`src/rtl/uart_pkg.sv`:
```
// Shared UART definitions: frame state encoding, data width and line idle level.
// Used by both the transmitter and the receiver.
package uart_pkg;

  localparam int unsigned DATA_BITS  = 8;
  localparam logic        IDLE_LEVEL = 1'b1;

  typedef enum logic [2:0] {
    IDLE,
    LOAD,
    START,
    DATA,
    PARITY,
    STOP
  } uart_state_e;

endpackage

```
`src/rtl/uart_baud_cnt.sv`:
```
// Bit-period timer: counts 0..CLKS_PER_BIT-1, flags the last cycle of each bit period.
// The clear input restarts the period at 0 on the next edge.
module uart_baud_cnt #(
  parameter int unsigned CLKS_PER_BIT = 434
) (
  input  logic clk,
  input  logic rst,
  input  logic clear,
  output logic bit_end
);

  localparam int unsigned       CNT_W = (CLKS_PER_BIT < 2) ? 1 : $clog2(CLKS_PER_BIT);
  localparam logic [CNT_W-1:0]  LAST  = CNT_W'(CLKS_PER_BIT - 1);

  logic [CNT_W-1:0] r_cnt;

  always_ff @(posedge clk) begin
    if (rst || clear || bit_end) begin
      r_cnt <= '0;
    end else begin
      r_cnt <= r_cnt + CNT_W'(1);
    end
  end

  assign bit_end = (r_cnt == LAST);

endmodule

```
`src/rtl/uart_tx_stream.sv`:
```
// UART transmitter draining an upstream FIFO: 8N1 frames, or 8E1 when the
// UART_TX_PARITY_EN macro is defined at build time.
module uart_tx_stream
  import uart_pkg::*;
#(
  parameter int unsigned CLK_FREQ = 50_000_000,
  parameter int unsigned BAUD     = 115_200
) (
  input  logic                 clk,
  input  logic                 rst,
  input  logic                 fifo_empty,
  input  logic [DATA_BITS-1:0] fifo_data,
  output logic                 fifo_rd_en,
  output logic                 TXD,
  output logic                 busy,
  output logic                 tx_done
);

  localparam int unsigned CLKS_PER_BIT = CLK_FREQ / BAUD;
  localparam int unsigned IDX_W        = $clog2(DATA_BITS);
  localparam logic [IDX_W-1:0] LAST_BIT = IDX_W'(DATA_BITS - 1);

  generate
    if (CLKS_PER_BIT < 2) begin : g_bad_clks_per_bit
      $error("uart_tx_stream: CLK_FREQ/BAUD must be at least 2");
    end
  endgenerate

  uart_state_e           r_state;
  uart_state_e           w_state_next;
  logic [DATA_BITS-1:0]  r_shift;
  logic [IDX_W-1:0]      r_bit_idx;
  logic [IDX_W-1:0]      w_bit_idx_next;
  logic                  r_txd;
  logic                  w_txd_next;
  logic                  r_tx_done;
  logic                  w_bit_end;
  logic                  w_clear;

  uart_baud_cnt #(
    .CLKS_PER_BIT(CLKS_PER_BIT)
  ) u_baud_cnt (
    .clk    (clk),
    .rst    (rst),
    .clear  (w_clear),
    .bit_end(w_bit_end)
  );

  always_comb begin
    w_state_next   = r_state;
    w_bit_idx_next = r_bit_idx;
    case (r_state)
      IDLE:   if (!fifo_empty) w_state_next = LOAD;
      LOAD: begin
        w_state_next   = START;
        w_bit_idx_next = '0;
      end
      START:  if (w_bit_end) w_state_next = DATA;
      DATA: begin
        if (w_bit_end) begin
          if (r_bit_idx == LAST_BIT) begin
`ifdef UART_TX_PARITY_EN
            w_state_next = PARITY;
`else
            w_state_next = STOP;
`endif
          end else begin
            w_bit_idx_next = r_bit_idx + IDX_W'(1);
          end
        end
      end
      PARITY: if (w_bit_end) w_state_next = STOP;
      STOP:   if (w_bit_end) w_state_next = IDLE;
      default: w_state_next = IDLE;
    endcase
  end

  // Line level is decoded from the next state so the registered TXD lines up with r_state.
  always_comb begin
    w_txd_next = IDLE_LEVEL;
    case (w_state_next)
      START:   w_txd_next = 1'b0;
      DATA:    w_txd_next = r_shift[w_bit_idx_next];
      PARITY:  w_txd_next = ^r_shift;
      default: w_txd_next = IDLE_LEVEL;
    endcase
  end

  assign w_clear = (w_state_next != r_state);

  always_ff @(posedge clk) begin
    if (rst) begin
      r_state   <= IDLE;
      r_shift   <= '0;
      r_bit_idx <= '0;
      r_txd     <= IDLE_LEVEL;
      r_tx_done <= 1'b0;
    end else begin
      r_state   <= w_state_next;
      r_bit_idx <= w_bit_idx_next;
      r_txd     <= w_txd_next;
      r_tx_done <= (r_state == STOP) && w_bit_end;
      if (r_state == LOAD) r_shift <= fifo_data;
    end
  end

  assign fifo_rd_en = (r_state == IDLE) && !fifo_empty && !rst;
  assign busy       = (r_state != IDLE);
  assign TXD        = r_txd;
  assign tx_done    = r_tx_done;

endmodule

```
`config.mk`:
```
export PLATFORM = sky130hd
export DESIGN_NAME = uart_tx_stream
export DESIGN_NICKNAME = d
export VERILOG_FILES = /design/src/rtl/uart_pkg.sv /design/src/rtl/uart_baud_cnt.sv /design/src/rtl/uart_tx_stream.sv
export SDC_FILE = /design/constraint.sdc
export NUM_CORES = 1
export LEC_CHECK = 0
export ABC_AREA = 1
export BUFFER_PORTS_ARGS = -buffer_cell sky130_fd_sc_hd__clkbuf_2
export CAP_MARGIN = 0
export CORE_MARGIN = 2
export CORE_UTILIZATION = 50
export DETAILED_ROUTE_END_ITERATION = 6
export PLACE_DENSITY = 0.7
export SYNTH_ARGS = -nofsm -noshare
export SYNTH_HDL_FRONTEND = slang
export SYNTH_SLANG_ARGS = --single-unit
```
`constraint.sdc`:
```
create_clock -name clk -period 1.8 [get_ports clk]
set_input_delay 0.09 -clock clk [delete_from_list [all_inputs] [get_ports clk]]
set_output_delay 0.09 -clock clk [all_outputs]
set_load 0.02 [all_outputs]
```
==> results.toml <==
[run_status]
status = "complete, but fails checks"
violations = "setup timing"

[floorplanning]
core-area_sq_mm = 0.00273
fp.dieW_um = 57.4
chipHeight_um = 57.4
initial_core_util_pct = 52.2
dieArea_sq_mm = 0.00330
top_level_ports = 15
row_count = 19

[power]
power.switching_mw = 0.309
pwr-share-clk_pct = 23.0
combPwrFrac_pct = 20.4
power_frac_seq_pct = 56.6
swShare_pct = 29.0
power.internal_mw = 0.756
vdd_drop_max_uv = 486
pwr_density_cell_mw_per_mm2 = 625
power_mw = 1.07
power.leakage_nw = 0.781

[yosys]
synth_mux_area_share_pct = 0
synth.avg_cell_area_sq_um = 7.20
yosysWarnings = 0
synth_compound_area_share_pct = 5.88
synthesis.area_sq_mm = 0.00143
synth_top_family_by_area = "simple AND/OR/NAND/NOR gates"
synth_nets = 212
synth-adder-area-share_pct = 2.63
ys.flop_type = "dfxtp_1"
synth_cell_types = 30
synth_simple_gate_area_share_pct = 41.8
synth_xor_area_share_pct = 7.37
synthCells = 198
synth_seq_cells = 25
synth-edff-count = 0
async_reset_ff_share_pct = 0
seq_area_frac_synth_pct = 35.1

[min_path]
hold_path_depth = 3
min_from = "fifo_data[7]"
hp-class = "in2reg"
min_to = "r_shift[7]"

[setup_path]
path_class = "reg2reg"
cpMaxStageDelayCell = "dfxtp_2"
crit_fanout = 6
crit_required_ns = 2.02
cp-start-kind = "flip-flop"
reg2reg_to = "u_baud_cnt.r_cnt[7]"
reg2reg_depth = 15
rr_startpoint = "u_baud_cnt.r_cnt[1]"
critPathArrivalTime_ns = 2.02
reg2reg_setup_slack_ns = -0.003
slowest_delay_ns = 0.35
path_cells = "inv_2 > ha_4 > nand2_2 > inv_2 > nand2_4 > nor2_8 > nand2_4 > nand2_2 > nand2_1 > o21ai_1 > nand2_1 > nand2_2 > nand2_4 > nand3_4 > nor2_2"
end_kind = "flip-flop"

[clock_network]
cts_made_buffers = 3
insertion_delay_ns = 0.30
clk_pin_slew_ns = 0.13
h-tree-depth = 1
clkSinkCount = 25
root_buffer = "clkbuf_4"
cts_tree = "done"
cts_max_path_buffers = 2

[drt]
antenna_left = 0
drc_errors = 0
num_vias = 1275
first_iter_violations = 40
via_per_inst = 5.00
routed_wl_um = 2850
first_pass_iters = 5
wl_per_cell_um = 11.2

[global_routing]
grt_overflow_total = 0
antenna_found_initial = 0
grt_pass1_vias = 1138
grt_pass1_wl_um = 4660
grt_start_max_net_pins = 18
grt_use_total_pct = 17.5

[sta]
period_minus_slack_ns = 1.80
fin_crit_sh_pct = 100
relSlewSlack_pct = 72.5
fin_skew_ns = 0.00162
slew_viol_final = 0
tns_ns = -0.00552
setup_viol = 3
rsz0062_at_grt = "true"
tightest_slew_ns = 0.410
timing.final.ws_setup_ns = -0.00309
fmax_mhz = 555
final-hold-violation-count = 0
finalHoldWorstSlack_ns = 0.0303

[final_layout]
final_cells = 255
seq_area_sq_um = 503
n_fill_cell = 253
final_common_cell = "nand2_1"
finalNetCount = 239
utilization_pct = 62.4
drive_gt1_share_pct = 29.5
antenna_cells = 0
final_cell_mix = "nand2_1, nor2_1, dfxtp_1"
multiInputGateArea_sq_um = 887
final_cell_area_sq_mm = 0.00171
syn_to_final_growth_pct = 19.6

[placement]
gp_congestion = 0.790
dp.cells = 243
pre_cts_slack_ns = 0.0457
hpwlAfterDp_um = 2050
numPortBuffers = 14
place_area_sq_mm = 0.00155

[job]
max_cap_viol_count = 0
==> Yosys cell counts (2+ instances only) <==
cell	n	area (sq um)
nand4_1	3	18.8
clkbuf_1	2	7.51
nand2_2	8	50.1
ha_1	3	37.5
xor2_1	8	70.1
a21oi_1	6	30.0
dfxtp_1	25	500
nand2_4	3	33.8
inv_2	3	11.3
inv_1	19	71.3
nor2_2	12	75.1
o21ai_1	2	10.0
xnor2_1	4	35.0
nand3_1	14	70.1
nand2_1	44	165
nor2_1	25	93.8
a211oi_1	4	30.0
==> final cells by class <==
type	count	area share, %
multi-input combinational	147	52.0
inverter	23	5.14
sequential	25	29.5
clock buffer	4	1.54
tap	31	2.27
timing repair buffer	25	9.54
==> flip-flops by register name, indices dropped and copies added, names as in the netlist <==
signal            cells
TXD                   1
r_bit_idx             3
r_shift               8
r_state               3
tx_done               1
u_baud_cnt.r_cnt      9
==> how the worst max path moves through the flow <==
stage	from	depth (start not counted)	end
final	u_baud_cnt.r_cnt[1]	15	u_baud_cnt.r_cnt[7]
after global routing	u_baud_cnt.r_cnt[1]	15	u_baud_cnt.r_cnt[3]
after CTS	u_baud_cnt.r_cnt[1]	15	u_baud_cnt.r_cnt[5]
after detailed placement	u_baud_cnt.r_cnt[1]	15	u_baud_cnt.r_cnt[5]
after global placement	u_baud_cnt.r_cnt[1]	15	u_baud_cnt.r_cnt[0]
after floorplan	u_baud_cnt.r_cnt[0]	14	u_baud_cnt.r_cnt[2]
==> power groups by stage <==
stage          logic (mW)  registers, mW  clock network (mW)
3_5_place_dp        0.184          0.612                   0
4_1_cts             0.191          0.600               0.257
6_report            0.217          0.603               0.245
5_1_grt             0.242          0.607               0.276
2_1_floorplan       0.130          0.611                   0
3_3_place_gp        0.180          0.611                   0
==> critical path: cells and delay by family (launching register included) <==
kind	cells	cell delay (ns)
simple gates	11	1.00
flops	1	0.35
fa+ha+maj	1	0.14
buf+inv	2	0.13
compound gates	1	0.08
==> kinds of logic (layout without fill, tap and decap cells) <==
logic type                 Yosys count  in the layout
AOI/OAI and AO/OA                   14             14
xor gates and xnor gates            12             12
adders and majority gates            3              3
buffers and inverters               27             52
DFF                                 25             25
and+or+nand+nor                    117            118
==> timing repair <==
item                                    4_1_cts  5_1_grt
endpoints found under the hold margin         4        0
endpoints found under the setup margin        0       10
resized for setup                             0       15
hold buffers                                  4        0
setup buffers                                 0        3
==> layer usage <==
metal  global-route usage [%]  part of all wire (%)  vias to the layer above
met2                     29.2                    48                       21
met3                     2.72                   3.6                        8
met5                        0                     0                        -
met1                     22.8                    47                      572
met4                     6.31                   1.7                        0
li1                         -                     -                      674
Note: power is estimated with default switching activity, not from simulation.
